**src/rtl/ssp_rx_fifo_wm.sv**
```systemverilog
// SSP receive FIFO: synchronised request pushes, APB read pops, with watermark,
// sticky overrun and receive-timeout interrupts plus level/empty/full status.
module ssp_rx_fifo_wm #(
  parameter int DATA_WIDTH     = 8,
  parameter int ADDR_WIDTH     = 2,
  parameter int TIMEOUT_CYCLES = 32
) (
  input  logic                  i_PCLK,
  input  logic                  i_CLEAR_B,
  input  logic                  i_PSEL,
  input  logic                  i_PWRITE,
  input  logic                  i_REQ,
  input  logic [DATA_WIDTH-1:0] i_RXDATA,
  input  logic [ADDR_WIDTH:0]   i_WM_LEVEL,
  input  logic                  i_ROR_CLR,
  output logic [DATA_WIDTH-1:0] o_PRDATA,
  output logic [ADDR_WIDTH:0]   o_LEVEL,
  output logic                  o_EMPTY,
  output logic                  o_FULL,
  output logic                  o_SSPRXINTR,
  output logic                  o_SSPRORINTR,
  output logic                  o_SSPRTINTR
);

  localparam int DEPTH = 1 << ADDR_WIDTH;
  localparam int CNT_W = $clog2(TIMEOUT_CYCLES + 1);
  localparam logic [ADDR_WIDTH:0] DEPTH_L = (ADDR_WIDTH+1)'(DEPTH);
  localparam logic [CNT_W-1:0]    TO_MAX  = CNT_W'(TIMEOUT_CYCLES);

  logic [DATA_WIDTH-1:0] mem_q [DEPTH];
  logic                  s1_q, s2_q, s3_q;
  logic [ADDR_WIDTH-1:0] wr_ptr_q, wr_ptr_d, rd_ptr_q, rd_ptr_d;
  logic [ADDR_WIDTH:0]   level_q, level_d;
  logic [DATA_WIDTH-1:0] prdata_q, prdata_d;
  logic                  ovr_q, ovr_d;
  logic [CNT_W-1:0]      cnt_q, cnt_d;
  logic                  push_req, rd_req, full, empty, do_push, do_pop, drop;

  assign push_req = s2_q & ~s3_q;
  assign rd_req   = i_PSEL & ~i_PWRITE;
  assign full     = (level_q == DEPTH_L);
  assign empty    = (level_q == '0);
  assign do_pop   = rd_req & ~empty;
  // A pop on a full FIFO frees the slot the simultaneous push writes into.
  assign do_push  = push_req & (~full | do_pop);
  assign drop     = push_req & full & ~do_pop;

  always_comb begin
    wr_ptr_d = wr_ptr_q;
    rd_ptr_d = rd_ptr_q;
    level_d  = level_q;
    prdata_d = prdata_q;
    ovr_d    = ovr_q;
    cnt_d    = cnt_q;
    if (do_push) wr_ptr_d = wr_ptr_q + 1'b1;
    if (do_pop) begin
      rd_ptr_d = rd_ptr_q + 1'b1;
      prdata_d = mem_q[rd_ptr_q];
    end
    if (do_push && !do_pop)      level_d = level_q + 1'b1;
    else if (do_pop && !do_push) level_d = level_q - 1'b1;
    if (drop)           ovr_d = 1'b1;
    else if (i_ROR_CLR) ovr_d = 1'b0;
    if (push_req || do_pop || empty) cnt_d = '0;
    else if (cnt_q != TO_MAX)        cnt_d = cnt_q + 1'b1;
  end

  always_ff @(posedge i_PCLK or negedge i_CLEAR_B) begin
    if (!i_CLEAR_B) begin
      s1_q     <= 1'b0;
      s2_q     <= 1'b0;
      s3_q     <= 1'b0;
      wr_ptr_q <= '0;
      rd_ptr_q <= '0;
      level_q  <= '0;
      prdata_q <= '0;
      ovr_q    <= 1'b0;
      cnt_q    <= '0;
    end else begin
      s1_q     <= i_REQ;
      s2_q     <= s1_q;
      s3_q     <= s2_q;
      wr_ptr_q <= wr_ptr_d;
      rd_ptr_q <= rd_ptr_d;
      level_q  <= level_d;
      prdata_q <= prdata_d;
      ovr_q    <= ovr_d;
      cnt_q    <= cnt_d;
    end
  end

  // Storage is deliberately left out of reset.
  always_ff @(posedge i_PCLK) begin
    if (do_push) mem_q[wr_ptr_q] <= i_RXDATA;
  end

  assign o_PRDATA     = prdata_q;
  assign o_LEVEL      = level_q;
  assign o_EMPTY      = empty;
  assign o_FULL       = full;
  assign o_SSPRXINTR  = (i_WM_LEVEL != '0) && (level_q >= i_WM_LEVEL);
  assign o_SSPRORINTR = ovr_q;
  assign o_SSPRTINTR  = (cnt_q == TO_MAX);

endmodule

```
**config.mk**
```make
export PLATFORM = sky130hd
export DESIGN_NAME = ssp_rx_fifo_wm
export DESIGN_NICKNAME = d
export VERILOG_FILES = /design/src/rtl/ssp_rx_fifo_wm.sv
export SDC_FILE = /design/constraint.sdc
export NUM_CORES = 1
export LEC_CHECK = 0
export CORE_MARGIN = 10
export CORE_UTILIZATION = 40
export DETAILED_ROUTE_END_ITERATION = 7
export HOLD_SLACK_MARGIN = 0.08
export PLACE_DENSITY_LB_ADDON = 0.15
export SYNTH_ARGS = -nofsm -noshare
export SYNTH_HDL_FRONTEND = slang
export SYNTH_SLANG_ARGS = --single-unit
```
**constraint.sdc**
```tcl
create_clock -name i_PCLK -period 5.63 [get_ports i_PCLK]
set_input_delay 1.689 -clock i_PCLK [delete_from_list [all_inputs] [get_ports i_PCLK]]
set_output_delay 1.689 -clock i_PCLK [all_outputs]
set_load 0.02 [all_outputs]
```
==> impl_metrics.yaml, run 1 <==
pwr:
  finalPower_mw: 1.506
  p_per_area_nw_per_um2: 495.2
  peakVddDrop_v: 0.0003614
  p_leak_nw: 1.176
global_route:
  use_met3_pct: 3.058
  antenna_found_initial: 0
  overflow: 0
  grt.busiest_layer: "met2"
  grt_use_total_pct: 9.593
  grt_pass1_vias: 1453
  grt_max_degree: 26
  grt_pass1_wl_um: 7265
  met2_usage_pct: 16.81
  use_met1_pct: 10.15
timing:
  relSlewSlack_pct: 61.18
  grt_setup_unrepaired: "false"
  setup-tns-final_ns: 0
  period_minus_slack_ns: 5.161
  worst_pin_slew_ns: 0.5824
  drv_slew: 0
  finalCritPeriodShare_pct: 91.68
  max_freq_mhz: 193.7
  setup_viol: 0
  finalHoldViolations: 0
  finClkSkew_ns: 0.006982
cts:
  ctsLongestPathBuffers: 2
  clock_latency_ns: 0.32
  numCtsBuffers: 9
  cts_tree: "yes"
  ctsHoldBuffers: 0
  htreeDepth: 3
  postCtsSetupBuffers: 0
  cts_root_buf: "clkbuf_8"
  path_clk_slew_ns: 0.06
  cts_sinks: 57
  ctsResizeCount: 0
synthesis:
  yosysSeqAreaShare_pct: 65.70
  ys_ff_latch: 57
  synth_top_area_cell: "edfxtp_1"
  synth_area_leaders: "edfxtp_1 (40%), dfrtp_1 (26%), mux4_2 (7.5%)"
  syn_inst: 145
  synth_area_um2: 2415
  synth_top_family_by_area: "multiplexers"
  yosys_warnings: 0
  synth_top_flop_cell: "edfxtp_1"
  yosysTopAreaCellShare_pct: 39.79
  synthArstFlopShare_pct: 43.86
  synthMuxAreaShare_pct: 13.32
  avgSynthCellArea_um2: 16.65
  syn_nets: 173
  synth-simple-area-share_pct: 7.150
  synth-adder-area-share_pct: 6.010
  synth_edf_count: 32
  synth_compound_area_share_pct: 1.347
  yosys.cell_types.count: 30
  synth_xor_area_share_pct: 3.990
layout:
  fin_nets: 215
  design_area_um2: 3040
  final_util_pct: 51.66
  drive_gt1_share_pct: 19.79
  final_cell_mix: "clkdlybuf4s50_1 (32), edfxtp_1 (32), dfrtp_1 (25)"
  num-fill-cells: 500
  areaGrowthSynthToFinish_pct: 25.91
  antenna_cells: 0
worst_setup_path:
  worstPathCellList: "clkdlybuf4s50_1, ha_1, nand2b_1, a21o_1, a21oi_1, nor2_1, clkdlybuf4s50_1"
  cpMaxStageDelayCell: "clkdlybuf4s50_1"
  critPathMaxFanout: 2
  setup.worst_path.class: "input port to output pin"
  crit_path_start_kind: "input port"
  critPathArrivalTime_ns: 3.47
  worstSetupEndpointType: "output pin"
  cp.required_ns: 3.94
  cpPeakStageDelay_ns: 0.54
  cp_common_cell: "clkdlybuf4s50_1"
floorplan:
  die_h_um: 97.70
  die-area_um2: 9545
  die_x_um: 97.70
  coreArea_um2: 5886
  ioPinCount: 33
  initial_utilization_pct: 41.03
  fp-row-count: 28
drt:
  wl_per_cell_um: 15.93
  vias: 1282
  antenna_left: 0
  routed_wl_um: 4252
  dr.first_iter.drc_count: 14
  dr.pass1.iters: 4
  drc_errors: 0
  viasPerCell: 4.801
run:
  max_cap_viol_count: 0
place:
  dp_hpwl_um: 3012
  place_area_um2: 2821
  io_buffer_count: 32
  globalplace.congestion: 0.7103
outcome:
  status: "complete, no violations"
hold_path:
  min-delay-path-class: "register to register"
[synthesized netlist by cell type (all sizes together), types with 2 or more instances]
cell    number
a21oi        2
and2         4
buf          2
dfrtp       25
edfxtp      32
ha          10
inv         10
mux2         9
mux4         8
nand2        5
nand2b       3
nand3        2
nor2        10
nor3         2
xnor2        6
xor2         5
[stage by stage]
| stage | hold WS (ns) | cells | setup WS (ns) |
|---|---|---|---|
| 4_1_cts | 0.3556 | 267 | 0.4617 |
| 3_5_place_dp | 0.3412 | 251 | 0.4713 |
| 3_3_place_gp | 0.3350 | 251 | 0.5232 |
| 6_report | 0.3573 | 267 | 0.4686 |
| 2_1_floorplan | 0.3312 | 145 | 1.462 |
| 5_1_grt | 0.3651 | 267 | 0.3800 |
[where the power goes]
| part | internal [mW] | switching [mW] | total (mW) |
|---|---|---|---|
| logic | 0.266 | 0.200 | 0.466 |
| registers | 0.533 | 0.0941 | 0.627 |
| clock network | 0.258 | 0.155 | 0.412 |
[critical path: cells and delay by family]
| family | cells | cell delay (ns) |
|---|---|---|
| buffers and inverters | 2 | 0.97 |
| AOI/OAI and AO/OA | 2 | 0.32 |
| and+or+nand+nor | 2 | 0.20 |
| adders and majority gates | 1 | 0.29 |
[registers in the layout (all words and copies together), names as in the netlist, 2 cells and up]
name and cells:
cnt_q 6, mem_q 32, o_LEVEL 3, o_PRDATA 8
rd_ptr_q 2, wr_ptr_q 2
[cell families (layout without fill, tap and decap cells)]
logic type / count (synthesis) / count (layout)
DFF: 57 / 57
and+or+nand+nor: 30 / 30
muxes: 18 / 18
buffers and inverters: 13 / 60
adders and majority gates: 11 / 11
xor gates and xnor gates: 11 / 11
AOI/OAI and AO/OA: 5 / 5
[path summary, 6_finish.rpt]
kind                               start          end  slack (ns)  depth (start not counted)
min reg2reg                         s1_q         s2_q        0.36                          0
min                                 s1_q         s2_q        0.36                          0
max reg2reg                   o_LEVEL[1]   o_LEVEL[2]        3.38                         10
max                        i_WM_LEVEL[0]  o_SSPRXINTR        0.47                          7
min in group asynchronous      i_CLEAR_B  o_PRDATA[0]        1.74                          2
max in group asynchronous      i_CLEAR_B  wr_ptr_q[1]        3.63                          2
[layer usage]
layer | vias to the layer above | wire length (µm)
met3 | 6 | 181
met4 | 0 | 51
met2 | 23 | 2267
met1 | 647 | 1752
li1 | 606 | -
met5 | - | 0
[final cells by class]
cell class              count  area (µm²)  share of cell area [%]
clock buffers              10       137.6                   4.527
clock inverters             6       81.33                   2.675
inverters                  10       37.54                   1.235
multi-input cells          75       768.2                   25.27
flip-flops and latches     57        1587                   52.18
well taps                  75       93.84                   3.086
repair buffers             34       335.3                   11.03
No activity file was read; power rests on OpenSTA's default activity.
==> run 2: changes to the inputs <==
--- a/config.mk
+++ b/config.mk
@@ -10,6 +10,7 @@
 export DETAILED_ROUTE_END_ITERATION = 7
 export HOLD_SLACK_MARGIN = 0.08
 export PLACE_DENSITY_LB_ADDON = 0.15
+export SKIP_CTS_REPAIR_TIMING = 1
 export SYNTH_ARGS = -nofsm -noshare
 export SYNTH_HDL_FRONTEND = slang
 export SYNTH_SLANG_ARGS = --single-unit
==> results of run 2 <==
Same layout as run 1: the final DEF is identical, and so are final timing and power.
